[src/rtl/calc_pkg.sv]
// Shared calculator constants and the converter FSM state encoding.
package calc_pkg;
  localparam int CALC_IN_W   = 20;
  localparam int CALC_DIGITS = 7;

  typedef enum logic [1:0] {
    ST_IDLE   = 2'd0,
    ST_SHIFT  = 2'd1,
    ST_FINISH = 2'd2
  } state_t;
endpackage

[src/rtl/result_bcd_converter_if.sv]
// Start/busy/done conversion port bundle between the calculator FSM and the BCD converter.
interface result_bcd_converter_if
  import calc_pkg::*;
#(
  parameter int IN_W   = CALC_IN_W,
  parameter int DIGITS = CALC_DIGITS
);
  // Handshake: start is sampled only while idle (busy=0); value and signed_mode are
  // captured on that edge. busy stays high until done, a one-cycle pulse from which
  // bcd/negative/num_digits are valid and held until the next done.
  logic                  start;
  logic [IN_W-1:0]       value;
  logic                  signed_mode;
  logic                  busy;
  logic                  done;
  logic [4*DIGITS-1:0]   bcd;
  logic                  negative;
  logic [2:0]            num_digits;
  state_t                state;

  modport master (
    output start, value, signed_mode,
    input  busy, done, bcd, negative, num_digits, state
  );

  modport slave (
    input  start, value, signed_mode,
    output busy, done, bcd, negative, num_digits, state
  );
endinterface

[src/rtl/bcd_dabble_step.sv]
// One double-dabble iteration: add 3 to every digit >= 5, then shift left by one bit.
module bcd_dabble_step #(
  parameter int DIGITS = 7
) (
   input  logic [4*DIGITS-1:0] scratch,
   input  logic                shift_in,
   output logic [4*DIGITS-1:0] next_scratch
);

   logic [4*DIGITS-1:0] adjusted;

   always_comb begin
      adjusted = scratch;
      for (int i = 0; i < DIGITS; i++) begin
         if (scratch[4*i +: 4] >= 4'd5)
            adjusted[4*i +: 4] = scratch[4*i +: 4] + 4'd3;
      end
      next_scratch = {adjusted[4*DIGITS-2:0], shift_in};
   end

endmodule

[src/rtl/result_bcd_converter.sv]
// Iterative binary-to-BCD converter with sign handling and significant-digit count.
module result_bcd_converter
   import calc_pkg::*;
#(
   parameter int IN_W   = CALC_IN_W,
   parameter int DIGITS = CALC_DIGITS
) (
   input  logic             clk,
   input  logic             reset,
   result_bcd_converter_if.slave bus
);

   localparam int CNT_W = $clog2(IN_W + 1);
   localparam int BW    = 4 * DIGITS;

   state_t              state;
   logic [BW-1:0]       scratch;
   logic [BW-1:0]       scratch_next;
   logic [IN_W-1:0]     magnitude;
   logic [CNT_W-1:0]    count;
   logic                neg_pending;
   logic                busy;
   logic                done;
   logic [BW-1:0]       bcd;
   logic                negative;
   logic [2:0]          num_digits;
   logic [2:0]          nd_next;
   logic                take_neg;

   bcd_dabble_step #(.DIGITS(DIGITS)) u_step (
      .scratch      (scratch),
      .shift_in     (magnitude[IN_W-1]),
      .next_scratch (scratch_next)
   );

   assign take_neg = bus.signed_mode & bus.value[IN_W-1];

   // Highest nonzero digit wins; an all-zero result still shows one digit.
   always_comb begin
      nd_next = 3'd1;
      for (int i = 0; i < DIGITS; i++) begin
         if (scratch[4*i +: 4] != 4'd0)
            nd_next = 3'(i + 1);
      end
   end

   always_ff @(posedge clk) begin
      if (reset) begin
         state       <= ST_IDLE;
         scratch     <= '0;
         magnitude   <= '0;
         count       <= '0;
         neg_pending <= 1'b0;
         busy        <= 1'b0;
         done        <= 1'b0;
         bcd         <= '0;
         negative    <= 1'b0;
         num_digits  <= 3'd1;
      end else begin
         done <= 1'b0;
         case (state)
            ST_IDLE: begin
               if (bus.start) begin
                  // -0x80000 wraps to itself, which is the correct 524288 magnitude.
                  magnitude   <= take_neg ? -bus.value : bus.value;
                  neg_pending <= take_neg;
                  scratch     <= '0;
                  count       <= CNT_W'(IN_W);
                  busy        <= 1'b1;
                  state       <= ST_SHIFT;
               end
            end
            ST_SHIFT: begin
               scratch   <= scratch_next;
               magnitude <= magnitude << 1;
               count     <= count - CNT_W'(1);
               if (count == CNT_W'(1))
                  state <= ST_FINISH;
            end
            ST_FINISH: begin
               bcd        <= scratch;
               negative   <= neg_pending;
               num_digits <= nd_next;
               done       <= 1'b1;
               busy       <= 1'b0;
               state      <= ST_IDLE;
            end
            default: state <= ST_IDLE;
         endcase
      end
   end

   assign bus.busy       = busy;
   assign bus.done       = done;
   assign bus.bcd        = bcd;
   assign bus.negative   = negative;
   assign bus.num_digits = num_digits;
   assign bus.state      = state;

endmodule

[src/flat_wrapper.sv]
// flat-port wrapper written by rule: the top's interface ports become plain ports
module result_bcd_converter_flat import calc_pkg::*;
#(
   parameter int IN_W   = CALC_IN_W,
   parameter int DIGITS = CALC_DIGITS
)
  (clk, reset, bus_start, bus_value, bus_signed_mode, bus_busy, bus_done, bus_bcd, bus_negative, bus_num_digits, bus_state);
  result_bcd_converter_if #(.IN_W(IN_W), .DIGITS(DIGITS)) bus_i ();
  input  logic clk;
  input  logic reset;
  input wire logic [$bits(bus_i.start)-1:0] bus_start;
  input wire logic [$bits(bus_i.value)-1:0] bus_value;
  input wire logic [$bits(bus_i.signed_mode)-1:0] bus_signed_mode;
  output wire logic [$bits(bus_i.busy)-1:0] bus_busy;
  output wire logic [$bits(bus_i.done)-1:0] bus_done;
  output wire logic [$bits(bus_i.bcd)-1:0] bus_bcd;
  output wire logic [$bits(bus_i.negative)-1:0] bus_negative;
  output wire logic [$bits(bus_i.num_digits)-1:0] bus_num_digits;
  output wire logic [$bits(bus_i.state)-1:0] bus_state;
  assign bus_i.start = bus_start;
  assign bus_i.value = bus_value;
  assign bus_i.signed_mode = bus_signed_mode;
  assign bus_busy = bus_i.busy;
  assign bus_done = bus_i.done;
  assign bus_bcd = bus_i.bcd;
  assign bus_negative = bus_i.negative;
  assign bus_num_digits = bus_i.num_digits;
  assign bus_state = bus_i.state;
  result_bcd_converter #(.IN_W(IN_W), .DIGITS(DIGITS)) u_core (.clk(clk), .reset(reset), .bus(bus_i));
endmodule
[config.mk]
export PLATFORM = sky130hd
export DESIGN_NAME = result_bcd_converter_flat
export DESIGN_NICKNAME = d
export VERILOG_FILES = /design/src/rtl/calc_pkg.sv /design/src/rtl/result_bcd_converter_if.sv /design/src/rtl/bcd_dabble_step.sv /design/src/rtl/result_bcd_converter.sv /design/src/flat_wrapper.sv
export SDC_FILE = /design/constraint.sdc
export NUM_CORES = 1
export LEC_CHECK = 0
export BUFFER_PORTS_ARGS = -buffer_cell sky130_fd_sc_hd__buf_2
export CAP_MARGIN = 20
export CORE_UTILIZATION = 50
export CTS_CLUSTER_DIAMETER = 30
export CTS_CLUSTER_SIZE = 30
export DETAILED_ROUTE_END_ITERATION = 8
export GPL_TIMING_DRIVEN = 0
export PLACE_DENSITY = 0.67
export SETUP_SLACK_MARGIN = 0.4
export SYNTH_ARGS = -nofsm -noshare
export SYNTH_HDL_FRONTEND = slang
export SYNTH_HIERARCHICAL = 1
export SYNTH_SLANG_ARGS = --single-unit
[constraint.sdc]
create_clock -name clk -period 4.2 [get_ports clk]
set_input_delay 1.05 -clock clk [delete_from_list [all_inputs] [get_ports clk]]
set_output_delay 1.05 -clock clk [all_outputs]
set_load 0.02 [all_outputs]
Word-level counts from Yosys, hierarchy flattened
Index checks and enable logic that the tools add are counted. Widths: inputs -> output; s select.

Bits in registers: 90. Bits of input ports: 24. Output and inout port bits: 36. Word-level logic and storage cells: 71.

Add/subtract/negate cells: 9. Order comparisons: 7. Equality and inequality tests: 5. Mux-type cells: 26. Bitwise operators: 1. Reduce and logical (&&, ||, !) cells: 13.

Operator list (number): $pmux 28 s2 (1); $mux 20 (2); $pmux 20 s2 (1); $ge 4x3->1 const B (7); $mux 28 (1); $add 4x2->4 const B (6); $mux 4 (6); $reduce_bool 4->1 (6); $neg 20->20 (1); $mux 3 (6); $pmux 5 s2 (1); $reduce_and 2->1 (4); $mux 2 (3); $eq 5x1->1 const B (1); $mux 5 (1); $sub 5x1->5 const B (1); $pmux 2 s2 (1); $reduce_bool 2->1 (2); $add 3x2->3 const B (1); $eq 2x1->1 const B (1); $eq 2x2->1 const B (1); $logic_not 2->1 (1); $mux 1 (2); $ne 2x1->1 const B (1); other kinds (3) (3).

Logic depth before layout (Yosys ltp)
Depth in word-level cells: 7. Mapped depth: 7.

Hierarchy
The synthesis kept the hierarchy.

By module, submodules not included: result_bcd_converter (times used 1, cells each 424, area an instance 3681.0 um2); bcd_dabble_step (times used 1, cells each 109, area an instance 696.9 um2).

Worst setup path after synthesis
No wires, ideal clock.

Path kind: in2reg. Start point: in bus_value[14]. End point: reg u_core.magnitude[19]. Arrival time: 2547 ps. Required time: 4112 ps. Path slack: 1565 ps. Stages on the path: 4. Buffers on the path: 0. Cells stage by stage: or4_1 > or4_1 > o311a_1 > nor4_2.

Word-level cells in the longest chain between the ends: 4.

RTL lines: from (decl) (line flat_wrapper.sv:12) `input wire logic [$bits(bus_i.value)-1:0] bus_value;`; $neg 20->20 (line result_bcd_converter.sv:65) `magnitude <= take_neg ? -bus.value : bus.value;`; $mux 20 (line result_bcd_converter.sv:65); $mux 20 (line result_bcd_converter.sv:63) `if (bus.start) begin`; $pmux 20 s2 (line result_bcd_converter.sv:61) `case (state)`; to (signal assigned) (line result_bcd_converter.sv:65); to (signal assigned) (line result_bcd_converter.sv:75) `magnitude <= magnitude << 1;`; to (decl) (line result_bcd_converter.sv:19) `logic [IN_W-1:0] magnitude;`.

Every way passes these cells. The select of a mux whose other input is x is not followed. A chain may end at the register's enable or synchronous reset.

Final worst setup path
Start point: in bus_value[1]. End point: reg u_core.magnitude[19].

Same word-level chain as after synthesis.

==> results.toml <==
[sta]
hold_viol_final = 0
finalCritPeriodShare_pct = 61.9
fin_skew_ps = 8.78
setup_viol = 0
timing.fmax_ghz = 0.384
worst_slack_ps = 1600
drv_slew = 0
finalSetupTns_ps = 0
worstMarginPinSlew_ps = 868
min_period_ps = 2600
rsz0062_at_grt = "no"
max_slew_margin_pct = 42.0

[finish]
mostFrequentLayoutCell = "nand2_1"
area_growth_pct = 13.9
final_layout_size_suffix_gt1_share_pct = 15.1
fin_nets = 644
antennaDiodeCount = 0
fin_cells = 713
final_cell_mix = "101 x nand2_1, 90 x dfxtp_1, 59 x buf_2, 59 x nor2_1, 47 x a21oi_1"

[power_and_ir_drop]
power.density_nw_per_um2 = 327
vdd_drop_max_mv = 0.305
p_leak_uw = 0.00205

[logic_synthesis]
synth-compound-area-share_pct = 20.8
ys_seq_area_share_pct = 41.2
synth_area_leaders = "dfxtp_1 41%, nand2_1 8.7%, a22o_1 5.6%, a21oi_1 5.4%, nor2_1 5.1%"
ys.warnings.count = 6
synthesis.area_um2 = 4380
synth.distinct_cells = 47
synth-seq-cells = 90
yosys.area_share.simple_pct = 22.1
synth_top_area_share_pct = 41.2
synth_fa_ha_area_share_pct = 4.86
synth-xor-area-share_pct = 5.20
muxShareOfSynthArea_pct = 1.60
synth_cells = 533
synth_area_leader_cell = "dfxtp_1"
syn_avg_cell_area_um2 = 8.21
syn_nets = 574
synth_top_family_by_area = "simple AND/OR/NAND/NOR gates"

[critical_path]
critPathMaxFanout = 5
worstReg2RegStart = "u_core/bus.state[0]"
slowest_delay_ps = 500
path_class = "in -> reg"
r2r_setup_slack_ps = 1980
end_kind = "register"
worstReg2RegEnd = "u_core/scratch[19]"
start_kind = "input pin"
arrival_ps = 2870
rr_worst_depth = 6
crit_required_ps = 4470
crit_chain = "buf_2 > nor4_4 > nand4b_4 > or4_1 > o311a_1 > nor4_2"
cp_slowest_cell = "or4_1"

[clocking]
cts_root_buffer = "clkbuf_8"
cts-hold-fix-buffers = 0
clock_path_buffers = 2
clock_latency_ps = 350
cts_setup_buffers = 0
cts_resized = 0
cts.sinks = 90
cts_buffers = 9
htreeDepth = 3
clk_pin_slew_ps = 80
cts_tree = "built"

[detailed_routing]
drtIter0Drc = 210
vias = 3933
wl_um = 10000
wire_per_inst_um = 14.1
drc_errors = 0
ant_nets = 0
first_pass_iters = 4
vias_per_cell = 5.52

[worst_hold_path]
hold-path-cell-count = 2
hold_end = "u_core/bus.bcd[18]"
min_from = "u_core/bus.bcd[18]"
hold_class = "reg -> reg"

[floorplanning]
die_h_um = 95.6
fp.dieW_um = 95.6
start_util_pct = 52.5
rows = 33
die_area_um2 = 9130
core_area_um2 = 8340
io_pins = 60

[global_routing]
grt_max_degree = 16
grt_pass1_vias = 3560
grt_pass1_wl_um = 16700
antenna_found_initial = 0
gr-total-overflow = 0
grtUsageTotal_pct = 23.6

[placed_design]
hpwl_um = 7280
dpl_worst_slack_ps = 1250
place.gp.congestion = 0.879
portBuffers = 59
dp.cells = 697

[job]
maxCapViolations = 0

[run_status]
status = "completed"
stage by stage:
| step | cell area (µm²) | total power [µW] | hold slack (ps) | util [%] |
|---|---|---|---|---|
| 6_report | 4980 | 1630 | 454 | 59.8 |
| 3_3_place_gp | 4800 | 1110 | 440 | 57.6 |
| 3_5_place_dp | 4800 | 1110 | 444 | 57.6 |
| 2_1_floorplan | 4380 | 1050 | 432 | - |
| 5_1_grt | 4980 | 1710 | 467 | 59.8 |
| 4_1_cts | 4980 | 1650 | 456 | 59.8 |
Yosys cell counts (all sizes together):
| library cell | count |
|---|---|
| dfxtp | 90 |
| nor3b | 2 |
| a22oi | 2 |
| xor2 | 13 |
| o311a | 1 |
| ha | 17 |
| o22ai | 2 |
| a21oi | 54 |
| o211ai | 3 |
| nor3 | 7 |
| o221a | 2 |
| nor4b | 1 |
| and2 | 1 |
| mux2i | 7 |
| nor4 | 12 |
| buf | 3 |
| a31oi | 1 |
| nand2b | 14 |
| or3 | 1 |
| a31o | 2 |
| or4 | 4 |
| o41ai | 1 |
| a2111oi | 9 |
| a22o | 28 |
| nand3 | 2 |
| nand2 | 101 |
| a211o | 1 |
| inv | 20 |
| xnor2 | 13 |
| o311ai | 1 |
| o31a | 1 |
| o21ai | 22 |
| nor2 | 59 |
| nor2b | 1 |
| nand3b | 3 |
| o31ai | 1 |
| nand4b | 1 |
| a2bb2oi | 1 |
| clkbuf | 25 |
| o21bai | 1 |
| or2 | 1 |
| a211oi | 2 |
critical path, delay by kind of cell:
family                 cells  cell delay [ps]
AOI/OAI and AO/OA          1              340
and+or+nand+nor            4             1350
buffers and inverters      1              120
power by group:
group	total (µW)	internal (µW)	switching [µW]
Sequential	903	883	19.8
Clock	536	233	302
Combinational	191	70.3	121
cell families (layout without fill, tap and decap cells):
kind of cell / count (synthesis) / count (layout)
and+or+nand+nor: 210 / 210
AOI/OAI and AO/OA: 135 / 135
DFF: 90 / 90
buffers and inverters: 48 / 123
xor gates and xnor gates: 26 / 26
adders and majority gates: 17 / 17
muxes: 7 / 7
per-layer routing:
metal | track usage, % | part of all wire [%]
met1 | 31.7 | 48
met2 | 38.8 | 46
met3 | 4.23 | 5.0
met4 | 6.22 | 0.91
met5 | 0 | 0
flip-flops by register name (all words and copies together) (netlist names):
name	count
u_core/bus.bcd	28
u_core/magnitude	20
u_core/bus.state	2
u_core/bus.busy	1
u_core/bus.done	1
u_core/count	5
u_core/bus.num_digits	3
u_core/neg_pending	1
u_core/bus.negative	1
u_core/scratch	28
worst max path at each step:
| stage | from | to | cells past startpoint |
|---|---|---|---|
| 2_1_floorplan | bus_value[14] | u_core/magnitude[19] | 4 |
| 3_3_place_gp | bus_value[1] | u_core/magnitude[19] | 6 |
| 3_5_place_dp | bus_value[1] | u_core/magnitude[17] | 6 |
| 4_1_cts | bus_value[1] | u_core/magnitude[19] | 6 |
| 5_1_grt | bus_value[1] | u_core/magnitude[19] | 6 |
| 6_report | bus_value[1] | u_core/magnitude[19] | 6 |
cell type report:
| class | instances | area [µm²] |
|---|---|---|
| timing repair buffer | 59 | 295 |
| multi-input combinational | 395 | 2390 |
| clock inverter | 5 | 38.8 |
| buffer | 28 | 109 |
| clock buffer | 11 | 141 |
| tap | 105 | 131 |
| sequential | 90 | 1800 |
| fill | 787 | 3360 |
| inverter | 20 | 75.1 |
Note: power is estimated with default switching activity, not from simulation.
